## src/rtl/clock_rst_sink_pkg.sv

```systemverilog
// Shared types and defaults for the bench clock/reset sink and its source.
package clock_rst_sink_pkg;

  typedef enum logic [2:0] {
    CRS_RESET = 3'd0,
    CRS_SYNC  = 3'd1,
    CRS_HOLD  = 3'd2,
    CRS_RUN   = 3'd3,
    CRS_DONE  = 3'd4
  } crs_state_e;

  localparam int unsigned CRS_CNT_W       = 64;
  localparam int unsigned CRS_SYNC_STAGES = 2;

endpackage

```

## src/rtl/clock_rst_sink_if.sv

```systemverilog
// Heartbeat input and status outputs of the clock/reset sink.
interface clock_rst_sink_if
  import clock_rst_sink_pkg::*;
#(
  parameter int unsigned CNT_W = CRS_CNT_W
);

  // hb is a one-cycle pulse sampled on posedge clock; there is no back-pressure.
  // ready is high exactly while the sink is in RUN and rst_out_x is released.
  logic             hb;
  logic             rst_out_x;
  logic             ready;
  logic             done;
  logic [CNT_W-1:0] ccnt;
  logic             wdog_err;
  crs_state_e       state;

  modport master (
    output hb,
    input  rst_out_x, ready, done, ccnt, wdog_err, state
  );

  modport slave (
    input  hb,
    output rst_out_x, ready, done, ccnt, wdog_err, state
  );

endinterface

```

## src/rtl/clock_rst_sink_rst_sync_chain.sv

```systemverilog
// Async-assert / sync-release shift chain; ones shift in while rst_x is high.
module rst_sync_chain #(
  parameter int unsigned STAGES = 2
) (
  input  logic clock,
  input  logic rst_x,
  output logic rel_sync,
  output logic rel_pre
);

  logic [STAGES-1:0] chain;

  always_ff @(posedge clock or negedge rst_x) begin
    if (!rst_x) begin
      chain <= '0;
    end else begin
      chain <= {chain[STAGES-2:0], 1'b1};
    end
  end

  // rel_pre is the stage that becomes rel_sync on the next edge.
  assign rel_sync = chain[STAGES-1];
  assign rel_pre  = chain[STAGES-2];

endmodule

```

## src/rtl/clock_rst_sink.sv

```systemverilog
// Reset release sequencer, run-cycle counter and heartbeat watchdog.
module clock_rst_sink
  import clock_rst_sink_pkg::*;
#(
  parameter int unsigned      SYNC_STAGES = CRS_SYNC_STAGES,
  parameter int unsigned      RST_HOLD    = 5,
  parameter longint unsigned  PERIOD_CNT  = 0,
  parameter int unsigned      CNT_W       = CRS_CNT_W,
  parameter int unsigned      WDOG_CYC    = 16
) (
  input  logic           clock,
  input  logic           rst_x,
  clock_rst_sink_if.slave bus
);

  localparam int unsigned HOLD_W = (RST_HOLD > 0) ? $clog2(RST_HOLD + 1) : 1;
  localparam int unsigned GAP_W  = (WDOG_CYC > 0) ? $clog2(WDOG_CYC + 1) : 1;

  localparam logic [HOLD_W-1:0] HOLD_LAST = HOLD_W'((RST_HOLD > 0) ? RST_HOLD - 1 : 0);
  localparam logic [GAP_W-1:0]  GAP_LIMIT = GAP_W'(WDOG_CYC);
  localparam logic [CNT_W-1:0]  PERIOD_V  = CNT_W'(PERIOD_CNT);
  localparam logic [CNT_W-1:0]  CNT_MAX   = '1;

  if (SYNC_STAGES < 2) begin : g_bad_sync
    $error("clock_rst_sink: SYNC_STAGES must be at least 2");
  end
  if ((CNT_W < 64) && (PERIOD_CNT >= (64'd1 << CNT_W))) begin : g_bad_period
    $error("clock_rst_sink: PERIOD_CNT does not fit in CNT_W bits");
  end

  logic rel_sync;
  logic rel_pre;

  rst_sync_chain #(
    .STAGES (SYNC_STAGES)
  ) u_sync (
    .clock    (clock),
    .rst_x    (rst_x),
    .rel_sync (rel_sync),
    .rel_pre  (rel_pre)
  );

  crs_state_e        state_q;
  logic [HOLD_W-1:0] hold_cnt;
  logic [GAP_W-1:0]  gap_cnt;
  logic [CNT_W-1:0]  ccnt_q;
  logic              rst_out_q;
  logic              ready_q;
  logic              done_q;
  logic              wdog_q;

  logic [CNT_W-1:0]  ccnt_inc;
  logic [GAP_W-1:0]  gap_inc;

  assign ccnt_inc = ccnt_q + CNT_W'(1);
  assign gap_inc  = gap_cnt + GAP_W'(1);

  always_ff @(posedge clock or negedge rst_x) begin
    if (!rst_x) begin
      state_q   <= CRS_RESET;
      hold_cnt  <= '0;
      gap_cnt   <= '0;
      ccnt_q    <= '0;
      rst_out_q <= 1'b0;
      ready_q   <= 1'b0;
      done_q    <= 1'b0;
      wdog_q    <= 1'b0;
    end else begin
      case (state_q)
        CRS_RESET: state_q <= CRS_SYNC;

        // rel_pre high here means the chain's last stage sets on this very edge.
        CRS_SYNC: begin
          if (rel_pre) begin
            if (RST_HOLD == 0) begin
              state_q   <= CRS_RUN;
              rst_out_q <= 1'b1;
              ready_q   <= 1'b1;
              gap_cnt   <= '0;
            end else begin
              state_q  <= CRS_HOLD;
              hold_cnt <= '0;
            end
          end
        end

        CRS_HOLD: begin
          if (rel_sync && (hold_cnt == HOLD_LAST)) begin
            state_q   <= CRS_RUN;
            rst_out_q <= 1'b1;
            ready_q   <= 1'b1;
            gap_cnt   <= '0;
          end else begin
            hold_cnt <= hold_cnt + HOLD_W'(1);
          end
        end

        CRS_RUN: begin
          if (ccnt_q != CNT_MAX) begin
            ccnt_q <= ccnt_inc;
          end
          if ((PERIOD_CNT != 0) && (ccnt_inc == PERIOD_V)) begin
            state_q <= CRS_DONE;
            done_q  <= 1'b1;
            ready_q <= 1'b0;
          end
          // A heartbeat on the expiry cycle clears the gap before it can trip.
          if (WDOG_CYC != 0) begin
            if (bus.hb) begin
              gap_cnt <= '0;
            end else if (gap_cnt != GAP_LIMIT) begin
              gap_cnt <= gap_inc;
              if (gap_inc == GAP_LIMIT) begin
                wdog_q <= 1'b1;
              end
            end
          end
        end

        CRS_DONE: state_q <= CRS_DONE;

        default: state_q <= CRS_RESET;
      endcase
    end
  end

  assign bus.rst_out_x = rst_out_q;
  assign bus.ready     = ready_q;
  assign bus.done      = done_q;
  assign bus.ccnt      = ccnt_q;
  assign bus.wdog_err  = wdog_q;
  assign bus.state     = state_q;

endmodule

```

## src/flat_wrapper.sv

```systemverilog
// flat-port wrapper written by rule: the top's interface ports become plain ports
module clock_rst_sink_flat import clock_rst_sink_pkg::*;
#(
  parameter int unsigned      SYNC_STAGES = CRS_SYNC_STAGES,
  parameter int unsigned      RST_HOLD    = 5,
  parameter longint unsigned  PERIOD_CNT  = 0,
  parameter int unsigned      CNT_W       = CRS_CNT_W,
  parameter int unsigned      WDOG_CYC    = 16
)
  (clock, rst_x, bus_hb, bus_rst_out_x, bus_ready, bus_done, bus_ccnt, bus_wdog_err, bus_state);
  clock_rst_sink_if #(.CNT_W(CNT_W)) bus_i ();
  input  logic clock;
  input  logic rst_x;
  input wire logic [$bits(bus_i.hb)-1:0] bus_hb;
  output wire logic [$bits(bus_i.rst_out_x)-1:0] bus_rst_out_x;
  output wire logic [$bits(bus_i.ready)-1:0] bus_ready;
  output wire logic [$bits(bus_i.done)-1:0] bus_done;
  output wire logic [$bits(bus_i.ccnt)-1:0] bus_ccnt;
  output wire logic [$bits(bus_i.wdog_err)-1:0] bus_wdog_err;
  output wire logic [$bits(bus_i.state)-1:0] bus_state;
  assign bus_i.hb = bus_hb;
  assign bus_rst_out_x = bus_i.rst_out_x;
  assign bus_ready = bus_i.ready;
  assign bus_done = bus_i.done;
  assign bus_ccnt = bus_i.ccnt;
  assign bus_wdog_err = bus_i.wdog_err;
  assign bus_state = bus_i.state;
  clock_rst_sink #(.SYNC_STAGES(SYNC_STAGES), .RST_HOLD(RST_HOLD), .PERIOD_CNT(PERIOD_CNT), .CNT_W(CNT_W), .WDOG_CYC(WDOG_CYC)) u_core (.clock(clock), .rst_x(rst_x), .bus(bus_i));
endmodule
```

## config.mk

```make
export PLATFORM = sky130hd
export DESIGN_NAME = clock_rst_sink_flat
export DESIGN_NICKNAME = d
export VERILOG_FILES = /design/src/rtl/clock_rst_sink_pkg.sv /design/src/rtl/clock_rst_sink_if.sv /design/src/rtl/clock_rst_sink_rst_sync_chain.sv /design/src/rtl/clock_rst_sink.sv /design/src/flat_wrapper.sv
export SDC_FILE = /design/constraint.sdc
export NUM_CORES = 1
export LEC_CHECK = 0
export ABC_AREA = 1
export BUFFER_PORTS_ARGS = -buffer_cell sky130_fd_sc_hd__buf_2
export CAP_MARGIN = 40
export CORE_MARGIN = 5
export CORE_UTILIZATION = 32
export DETAILED_ROUTE_END_ITERATION = 8
export GPL_ROUTABILITY_DRIVEN = 0
export PLACE_DENSITY_LB_ADDON = 0.1
export SETUP_SLACK_MARGIN = 0.2
export SKIP_CTS_REPAIR_TIMING = 1
export SYNTH_ARGS = -nofsm -noshare
export SYNTH_HDL_FRONTEND = slang
export SYNTH_SLANG_ARGS = --single-unit
```

## constraint.sdc

```tcl
create_clock -name clock -period 3.9 [get_ports clock]
set_input_delay 0.195 -clock clock [delete_from_list [all_inputs] [get_ports clock]]
set_output_delay 0.195 -clock clock [all_outputs]
set_load 0.005 [all_outputs]
```

Word-level counts from Yosys, hierarchy flattened. Index checks and enable logic that the tools add are counted.

Flip-flop bits (word level): 79. Input port bits: 3. Output and inout port bits: 71. Logic and storage cells: 44.

$add $sub $neg: 3. Eq/ne operators: 12. Muxes and demuxes: 10. Bitwise operators: 2. Reductions and logical operators: 10.

Operator list (number): 64-bit by 1-bit adder with 64-bit output (second input constant) (1); 64-bit inequality test (second input constant) (1); 5-bit two-way mux (3); 3-bit case mux with 5 select lines (1); 3-bit two-way mux (4); 5-bit case mux with 2 select lines (1); 3-bit AND reduction (3); 3-bit by 2-bit equality test with 1-bit output (second input constant) (2); 3-bit equality test (second input constant) (2); 3-bit case mux with 2 select lines (1); 5-bit by 1-bit adder with 5-bit output (second input constant) (1); 5-bit equality test (second input constant) (1); 5-bit inequality test (second input constant) (1); 2-bit inequality test (second input constant) (2); 2-bit AND reduction (2); 4-bit AND reduction (1); 2-bit nonzero test (2); 3-bit by 1-bit adder with 3-bit output (second input constant) (1); 3-bit by 1-bit equality test with 1-bit output (second input constant) (1); 3-bit logical NOT (1); 3-bit by 2-bit inequality test with 1-bit output (second input constant) (1); 2-bit by 1-bit inequality test with 1-bit output (second input constant) (1); 1-bit inverter (2); 1-bit logical AND (1).

Longest topological paths before layout. Gate-level depths: netlist of run 1.

Word-level depth: 4. Gate-level depth with buffers: 13. Gate-level depth less buffers: 11.

Cells and area by module. A second synthesis of run 1 with hierarchy kept.

Cell total of the unflattened synthesis: 829. Area total of the unflattened synthesis: 5263.8 um2.

Modules (own cells, without submodules): clock_rst_sink (instances 1, cells an instance 826, area each 5210.0 um2, seq. area each 1926.8 um2); rst_sync_chain (instances 1, cells an instance 3, area each 53.8 um2, seq. area each 50.0 um2).

Worst setup path before layout of run 1. OpenSTA, ideal clock, no wires.

Path type: register to register. From: register u_core.ccnt_q[0] (netlist: u_core.bus.ccnt[0]). To: register u_core.ccnt_q[18] (netlist: u_core.bus.ccnt[18]). Library setup time: 0.117 ns. Arrival time: 1.738 ns. Required time: 3.783 ns. Setup slack: 2.045 ns. Cell stages (with the launch flop): 13. Path buffers: 2. Clock period less this slack: 1.855 ns. Cells stage by stage: dfrtp_1 > ha_1 > buf_2 > inv_2 > nor2_4 > nand2_2 > nor2_4 > nand2_2 > nor2_4 > nor2_4 > buf_2 > nand2_1 > nand2_1.

Longest elaborated chain between the ends: 2. Elaborated cells between the ends (all ways): 3. Classes of those cells: add/sub (1); eq/ne (1); reduce/logical (1).

RTL lines: start, declared (line clock_rst_sink.sv:46) `logic [CNT_W-1:0] ccnt_q;`; start signal, assigned (line clock_rst_sink.sv:100) `ccnt_q <= ccnt_inc;`; branches (longest 2 deep; another with 64-bit by 1-bit adder with 64-bit output).

Parallel ways; which one is timed is not known. A chain may end at the register's enable or synchronous reset.

Final worst setup path of run 1.
From: register u_core.ccnt_q[0] (netlist: u_core.bus.ccnt[0]). To: register u_core.ccnt_q[7] (netlist: u_core.bus.ccnt[7]).

Same word-level chain as after synthesis.

==> flow_metrics.tcl, run 1 <==
set metrics [dict create \
    status "finished, final reports clean" \
    dr.pass1.iters 4 \
    cp-start-kind "flip-flop" \
    drcViolationCount 0 \
    via_count 5019 \
    total_leakage_power_nw 2.83 \
    placed_area_um2 5840 \
    design_area_um2 6190 \
    syn-cell-area_um2 5300 \
    fin_skew_ps 9.05 \
    ys_types 31 \
    via_per_inst 4.56 \
    cap_viol_max_count 0 \
    die_x_um 139 \
    io_buffers 72 \
    setup_viol 0 \
    fill_cells 1845 \
    multi_input_area_um2 2960 \
    min_path_cells 4 \
    setup.worst_path.class "flip-flop to flip-flop" \
    cts_sinks 79 \
    synth_cells 803 \
    r2r_cells 12 \
    grt_pass1_vias 5016 \
    drtIter0Drc 322 \
    wl_um 17100 \
    period_share_pct 65.8 \
    finalMaxSlewViolations 0 \
    grt_max_degree 52 \
    slew_headroom_pct 54.3 \
    io_pins 74 \
    worst_slew_pin_slew_ps 684 \
    r2r-end "u_core.bus.ccnt[7]$_DFFE_PN0P_" \
    pre_cts_ws_ps 1310 \
    ant_nets 0 \
    yosysWarnings 1 \
    finalSetupTns_ps 0 \
    vdd_drop_max_uv 210 \
    wire_per_inst_um 15.6 \
    cp.arrival_ps 2860 \
    reg2reg_from "u_core.bus.ccnt[0]$_DFFE_PN0P_" \
    area_delta_synth_final_pct 16.9 \
    critical_path_required_ps 4190 \
    die-area_um2 19200 \
    regToRegSetupSlack_ps 1330 \
    holdWs_ps 145 \
    syn-num-nets 812 \
    groute.usage.overall_pct 18.2 \
    rsz0062_at_grt "no" \
    finalPower_mw 2.60 \
    end_kind "flip-flop" \
    min_path_type "primary input to flip-flop" \
    core_um2 16400 \
    setup_ws_ps 1330 \
    antenna_found_initial 0 \
    seq_area_frac_synth_pct 37.3 \
    cts_buffers 9 \
    hold_viol_final 0 \
    min_from "bus_hb" \
    clockBufferDepth 2 \
    grt_pass1_wl_um 27700 \
    cp_max_fo 37 \
    diodes 0 \
    ys_ff_latch 79 \
    powerDensity_nw_per_um2 419 \
    dp_hpwl_um 13500 \
    regArea_um2 1980 \
    fmaxAchievable_ghz 0.390 \
    clk_pin_slew_ps 70 \
    avgSynthCellArea_um2 6.59 \
    start_util_pct 32.3 \
    root_buffer "clkbuf_16" \
    cts_tree "built" \
    clk_latency_ps 360 \
    drive_gt1_share_pct 14.4 \
    htree_num_levels 3 \
    die_h_um 139 \
    fin_crit_ps 2570 \
    grt_overflow 0 \
    rows 47 \
    min_to "u_core.gap_cnt[3]$_DFFE_PN0P_" \
    layout.nets 885 \
]
## area by class of cell
| cell class | count | area share (%) |
|---|---|---|
| Clock buffer | 9 | 3.64 |
| Clock inverter | 7 | 1.94 |
| Inverter | 57 | 3.48 |
| Multi-Input combinational cell | 652 | 47.9 |
| Sequential cell | 79 | 31.9 |
| Tap cell | 220 | 4.45 |
| Timing Repair Buffer | 77 | 6.71 |
## flip-flops by register name (all words and copies together) (netlist names)
register              count
u_core.gap_cnt            5
u_core.u_sync.chain       2
u_core.bus.state          3
u_core.hold_cnt           3
u_core.bus.ccnt          64
u_core.bus.wdog_err       1
u_core.bus.rst_out_x      1
## worst max path at each step
stage	endpoint	from	cells after the start
2_1_floorplan	u_core.bus.ccnt[18]$_DFFE_PN0P_	u_core.bus.ccnt[0]$_DFFE_PN0P_	12
3_3_place_gp	u_core.bus.ccnt[8]$_DFFE_PN0P_	u_core.bus.ccnt[0]$_DFFE_PN0P_	12
3_5_place_dp	u_core.bus.ccnt[8]$_DFFE_PN0P_	u_core.bus.ccnt[0]$_DFFE_PN0P_	12
4_1_cts	u_core.bus.ccnt[7]$_DFFE_PN0P_	u_core.bus.ccnt[0]$_DFFE_PN0P_	12
5_1_grt	u_core.bus.ccnt[3]$_DFFE_PN0P_	u_core.bus.ccnt[0]$_DFFE_PN0P_	12
6_report	u_core.bus.ccnt[7]$_DFFE_PN0P_	u_core.bus.ccnt[0]$_DFFE_PN0P_	12
## layer usage
metal	wire, µm	vias up	part of all wire, %	global-route usage [%]
met4	389	0	2.3	6.49
li1	-	2634	-	-
met5	0	-	0	0
met2	7630	89	45	28.4
met3	707	18	4.1	3.41
met1	8410	2278	49	25.4
## through the flow
stage | std cells | utilization (%)
finish | 1101 | 37.7
global route | 1101 | 37.7
CTS | 1100 | 37.7
detailed placement | 1084 | 35.6
global placement | 1084 | 35.6
floorplan | 803 | -
## layout by cell type (no fill, tap or decap), drive strengths merged, types with 3 or more instances in the layout
cell type	instances
clkinv	3
nand2	370
nor2	144
o21ai	41
xor2	9
buf	76
clkbuf	9
inv	57
xnor2	25
dfrtp	79
nand3	27
ha	6
bufinv	3
nand4	15
## cell usage after synthesis
library cell | instances | area, µm²
a21o_1 | 1 | 7.51
nor3_1 | 2 | 10.0
xnor2_1 | 25 | 219
buf_4 | 3 | 22.5
nand3b_1 | 2 | 15.0
nor2_1 | 137 | 514
nand4_1 | 15 | 93.8
ha_1 | 6 | 75.1
xor2_1 | 9 | 78.8
a22o_1 | 1 | 8.76
nand3_1 | 27 | 135
nor2_2 | 3 | 18.8
nor2_4 | 4 | 45.0
dfrtp_1 | 79 | 1980
nand2_2 | 4 | 25.0
nand2_1 | 364 | 1370
buf_6 | 9 | 101
or2_2 | 1 | 6.26
buf_2 | 3 | 15.0
o21ai_1 | 1 | 5.00
conb_1 | 2 | 7.51
o31ai_1 | 2 | 15.0
o21ai_2 | 19 | 166
nor4_1 | 1 | 6.26
o21ai_0 | 21 | 105
inv_2 | 1 | 3.75
nand2_4 | 2 | 22.5
a21oi_1 | 2 | 10.0
clkinv_2 | 1 | 5.00
inv_1 | 55 | 206
a211oi_1 | 1 | 7.51
## kinds of logic after synthesis
| family | after synthesis | synth area share, % |
|---|---|---|
| AOI/OAI and AO/OA | 48 | 6.14 |
| xor gates and xnor gates | 34 | 5.62 |
| adders and majority gates | 6 | 1.42 |
| buffers and inverters | 72 | 6.69 |
| DFF | 79 | 37.3 |
| other | 2 | 0.142 |
| and+or+nand+nor | 562 | 42.7 |
## critical path, stage by stage (launching register included)
cell and delay [ps]:
dfrtp_1 470, ha_1 350, inv_2 100, nor2_4 50, nand2_2 110, nor2_4 60, nand2_2 110, nor2_4 60
nor2_4 530, buf_12 290, buf_4 230, nand2_1 70, nand2_1 60
## power by group
group | internal (mW) | total (mW) | switching [mW]
registers | 0.890 | 0.986 | 0.0958
clock network | 0.628 | 0.997 | 0.370
logic | 0.182 | 0.614 | 0.431
(Power assumes the default switching activity.)
==> run 2: changes to the inputs <==
Clock period 3.9 ns to 2.4 ns, I/O delays scaled along.
==> run 2 against run 1 <==
Net effect:
- highest routed layer unchanged
- die area is the same
- clock power grew 63%
- fmax grew 31%
- largest power group unchanged
- via count grew 8.4%
- final cell count grew 7.7%
- sequential share of layout area shrank 3.1 points
- sequential power grew 56%
- utilization grew 4.0 points
- total power grew 68%
- critical endpoint is now u_core.bus.ccnt[63]$_DFFE_PN0P_
- worst hold slack lost 51 ps
- register-to-register slack lost 890 ps
==> flow_metrics.tcl, run 2 (synthesis results as in run 1) <==
set metrics [dict create \
    layout.nets 970 \
    cts_tree "built" \
    clk_pin_slew_ps 60 \
    dp_hpwl_um 14800 \
    area_delta_synth_final_pct 29.3 \
    die-area_um2 19200 \
    powerDensity_nw_per_um2 637 \
    regToRegSetupSlack_ps 440 \
    hold_viol_final 0 \
    cp_max_fo 22 \
    layoutNonFillerInstCount 1186 \
    place_inst 1169 \
    status "finished, final reports clean" \
    cp.arrival_ps 2240 \
    end_kind "flip-flop" \
    fin_crit_ps 1960 \
    crit_path_top_delay_cell "dfrtp_1" \
    final_util_pct 41.7 \
    drcViolationCount 0 \
    setup.worst_path.class "flip-flop to flip-flop" \
    wire_per_inst_um 15.3 \
    die_h_um 139 \
    path_cells "ha_1 > inv_2 > nor2_4 > nand2_2 > nor2_4 > nand2_2 > nor2_4 > nor2_4 > buf_4 > nand3_1 > nand2_1" \
    drive_gt1_share_pct 22.0 \
    reg2reg_from "u_core.bus.ccnt[0]$_DFFE_PN0P_" \
    wl_um 18200 \
    fill_cells 1778 \
    via_count 5443 \
    grt_max_degree 52 \
    clk_latency_ps 350 \
    rows 47 \
    htree_num_levels 3 \
    root_buffer "clkbuf_16" \
    min_from "bus_hb" \
    total_leakage_power_nw 3.28 \
    groute.usage.overall_pct 19.5 \
    finalPower_mw 4.36 \
    rsz0062_at_grt "no" \
    fin_skew_ps 7.63 \
    layout_commonest_cell "nand2_1" \
    largest_register_ffs 64 \
    dr.pass1.iters 5 \
    cts_buffers 9 \
    antenna_found_initial 0 \
    diodes 0 \
    design_area_um2 6850 \
    grt_overflow 0 \
    io_buffers 72 \
    setup_ws_ps 442 \
    slew_headroom_pct 58.8 \
    holdWs_ps 93.4 \
    worst_slew_pin_slew_ps 619 \
    clockBufferDepth 2 \
    drtIter0Drc 301 \
    cts_sinks 79 \
    fmaxAchievable_ghz 0.511 \
    finalMaxSlewViolations 0 \
    crit_path_max_incr_delay_ps 380 \
    cap_viol_max_count 0 \
    min_path_type "primary input to flip-flop" \
    cp-start-kind "flip-flop" \
    io_pins 74 \
    setup_viol 0 \
    placed_area_um2 6490 \
    period_share_pct 81.6 \
    core_um2 16400 \
    finalSetupTns_ps 0 \
    pre_cts_ws_ps 383 \
    start_util_pct 32.3 \
    final_cell_mix "nand2_1 (364), nor2_1 (136), buf_4 (88), dfrtp_1 (79), buf_2 (71)" \
    crit_start "u_core.bus.ccnt[0]$_DFFE_PN0P_" \
    critical_path_required_ps 2680 \
    critPathMostFrequentCell "nor2_4" \
    grt_pass1_vias 5300 \
    ant_nets 0 \
    via_per_inst 4.59 \
    die_x_um 139 \
    grt_pass1_wl_um 29100 \
    vdd_drop_max_uv 349 \
]
-- run 2: routing by layer --
metal | GRT usage (%) | wire length, µm | part of all wire [%]
met4 | 7.11 | 528 | 2.9
met5 | 0 | 0 | 0
met3 | 3.10 | 827 | 4.5
met2 | 31.2 | 8280 | 45
met1 | 26.7 | 8570 | 47
-- run 2: worst max-delay path: cells and delay by family, from the launching register on --
kind | cells | cell delay, ps
flops | 1 | 380
simple gates | 8 | 870
buf+inv | 2 | 440
fa+ha+maj | 1 | 220
-- run 2: final cells by class --
type                       count  area [µm²]  area share (%)
multi-input combinational    652        2970            43.3
clock buffer                  10         239            3.49
timing repair buffer         162        1070            15.6
tap                          220         275            4.02
sequential                    79        1980            28.9
clock inverter                 6         108            1.57
inverter                      57         215            3.14
-- run 2: path summary, 6_finish.rpt --
| kind | cells after the start | to |
|---|---|---|
| max | 11 | u_core.bus.ccnt[63]$_DFFE_PN0P_ |
| min | 4 | u_core.gap_cnt[3]$_DFFE_PN0P_ |
| max reg2reg | 11 | u_core.bus.ccnt[63]$_DFFE_PN0P_ |
| min reg2reg | 0 | u_core.u_sync.chain[1]$_DFF_PN0_ |
| max in group asynchronous | 3 | u_core.bus.ccnt[26]$_DFFE_PN0P_ |
| min in group asynchronous | 2 | u_core.bus.ccnt[21]$_DFFE_PN0P_ |
-- run 2: power breakdown --
part / switching (mW) / total (mW) / internal (mW)
clock network: 0.590 / 1.63 / 1.04
logic: 0.794 / 1.19 / 0.401
registers: 0.0908 / 1.54 / 1.45
total: 1.47 / 4.36 / 2.89
==> run 3: changes to the inputs <==
Clock period 2.4 ns to 1.8 ns, I/O delays scaled along.
==> run 3 against run 2 <==
Net effect:
- sequential power increased by 36%
- via count increased by 7.3%
- routed wire length increased by 8.9%
- clock power increased by 28%
- clock skew increased by 1.1 ps
- worst hold slack got worse by 56 ps
- critical path depth unchanged
- non-clock buffer count increased by 66
- sequential share of layout area decreased by 4.4 points
- register-to-register slack got worse by 340 ps
- final cell count increased by 5.5%
- combinational power increased by 110%
- critical path type unchanged
- largest cell class unchanged
- highest routed layer unchanged
==> flow_metrics.tcl, run 3 (synthesis results as in run 1) <==
set metrics [dict create \
    status "finished, final reports clean" \
    cp-start-kind "flip-flop" \
    clk_pin_slew_ps 60 \
    cts_buffers 9 \
    fmaxAchievable_ghz 0.590 \
    holdWs_ps 37.2 \
    die-area_um2 19200 \
    place_inst 1203 \
    via_per_inst 4.67 \
    io_pins 74 \
    finalMaxSlewViolations 0 \
    final_util_pct 49.5 \
    wire_per_inst_um 15.8 \
    vdd_drop_max_uv 518 \
    setup_viol 0 \
    dp_hpwl_um 14900 \
    cp.arrival_ps 1990 \
    period_share_pct 94.2 \
    grt_overflow 0 \
    layout.nets 1036 \
    area_delta_synth_final_pct 53.4 \
    clk_latency_ps 350 \
    cap_viol_max_count 0 \
    setup.worst_path.class "flip-flop to flip-flop" \
    critical_path_required_ps 2090 \
    rows 47 \
    fin_crit_ps 1700 \
    finalPower_mw 6.73 \
    seq_power_share_pct 31.2 \
    diodes 0 \
    cts_sinks 79 \
    min_path_type "primary input to flip-flop" \
    start_util_pct 32.3 \
    total_leakage_power_nw 3.91 \
    via_count 5839 \
    antenna_found_initial 0 \
    clkPwrFrac_pct 31.1 \
    drive_gt1_share_pct 43.5 \
    crit_path_max_incr_delay_ps 430 \
    crit_path_top_delay_cell "dfrtp_1" \
    powerDensity_nw_per_um2 828 \
    end_kind "flip-flop" \
    grt_pass1_vias 5440 \
    root_buffer "clkbuf_16" \
    fill_cells 1677 \
    clockBufferDepth 2 \
    layoutNonFillerInstCount 1251 \
    comb_power_share_pct 37.8 \
    multi_input_area_um2 3590 \
    drtIter0Drc 367 \
    groute.usage.overall_pct 19.3 \
    grt_pass1_wl_um 29200 \
    dr.pass1.iters 7 \
    swShare_pct 35.1 \
    p_switching_mw 2.36 \
    wl_um 19800 \
    largest_register_ffs 64 \
    hold_viol_final 0 \
    die_x_um 139 \
    final_cell_mix "nand2_1 (279), buf_4 (140), nand2_2 (77), buf_2 (71), dfrtp_1 (71)" \
    path_cells "nand2_2 > nor2_4 > nand2_2 > nor2_4 > nand2_4 > inv_4 > nand2_4 > nand2_8 > clkbuf_16 > nand2_1 > nand2_1" \
    io_buffers 72 \
    drcViolationCount 0 \
    intPower_mw 4.37 \
    ant_nets 0 \
    grt_max_degree 31 \
    rsz0062_at_grt "yes" \
    die_h_um 139 \
    cp_max_fo 8 \
    cts_tree "built" \
    regArea_um2 1990 \
    core_um2 16400 \
    htree_num_levels 3 \
    fin_skew_ps 8.77 \
    layout_commonest_cell "nand2_1" \
]
[run 3: changes by cell type in the layout (fill, tap and decap cells not counted), moves of 8 or more]
cell	before	now
o21ai_0	21	11
nor2_1	136	68
nand2_4	2	13
nor2_4	4	28
dfrtp_2	0	8
dfrtp_1	79	71
buf_4	88	140
nand2_1	364	279
nor2_2	4	48
nand2_2	4	77
[run 3: stage by stage]
stage                     area (µm²)  TNS (ps)  setup slack [ps]
after detailed placement        6840     -67.8             -13.8
after global placement          6840      -217             -20.4
final                           8130         0               104
after floorplan                 5350         0               103
after global routing            8130         0              40.0
after CTS                       7170      -506             -32.8
[run 3: power groups by stage]
| stage | Clock [mW] | Sequential [mW] | Combinational [mW] |
|---|---|---|---|
| after global placement | 0 | 2.13 | 1.91 |
| after floorplan | 0 | 2.14 | 1.20 |
| final | 2.09 | 2.10 | 2.54 |
| after detailed placement | 0 | 2.13 | 1.91 |
| after global routing | 2.20 | 2.12 | 2.75 |
| after CTS | 2.12 | 2.10 | 1.91 |
[run 3: metal layers]
metal | track usage [%] | part of all wire (%)
met1 | 26.6 | 46
met2 | 31.4 | 47
met4 | 6.49 | 2.1
met3 | 2.72 | 4.5
met5 | 0 | 0
[run 3: area by class of cell]
cell class | count | area share (%)
Clock inverter | 3 | 0.801
Inverter | 57 | 2.73
Sequential cell | 79 | 24.5
Clock buffer | 12 | 3.28
Timing Repair Buffer | 228 | 21.1
Multi-Input combinational cell | 652 | 44.2
Tap cell | 220 | 3.39
[run 3: final timing paths]
kind / from / slack, ps / depth (start not counted) / endpoint
worst max-delay path: u_core.bus.ccnt[30]$_DFFE_PN0P_ / 100 / 11 / u_core.bus.ccnt[59]$_DFFE_PN0P_
worst min-delay path: bus_hb / 40 / 4 / u_core.gap_cnt[3]$_DFFE_PN0P_
worst max register to register: u_core.bus.ccnt[30]$_DFFE_PN0P_ / 100 / 11 / u_core.bus.ccnt[59]$_DFFE_PN0P_
worst min register to register: u_core.u_sync.chain[0]$_DFF_PN0_ / 380 / 0 / u_core.u_sync.chain[1]$_DFF_PN0_
max in group asynchronous: rst_x / 950 / 3 / u_core.bus.state[0]$_DFFE_PN0P_
min in group asynchronous: rst_x / 240 / 2 / u_core.bus.ccnt[20]$_DFFE_PN0P_
[run 3: worst max-delay path: cells and delay by family, from the launching register on]
family,cells,cell delay (ps)
simple gates,9,920
flops,1,430
buf+inv,2,270
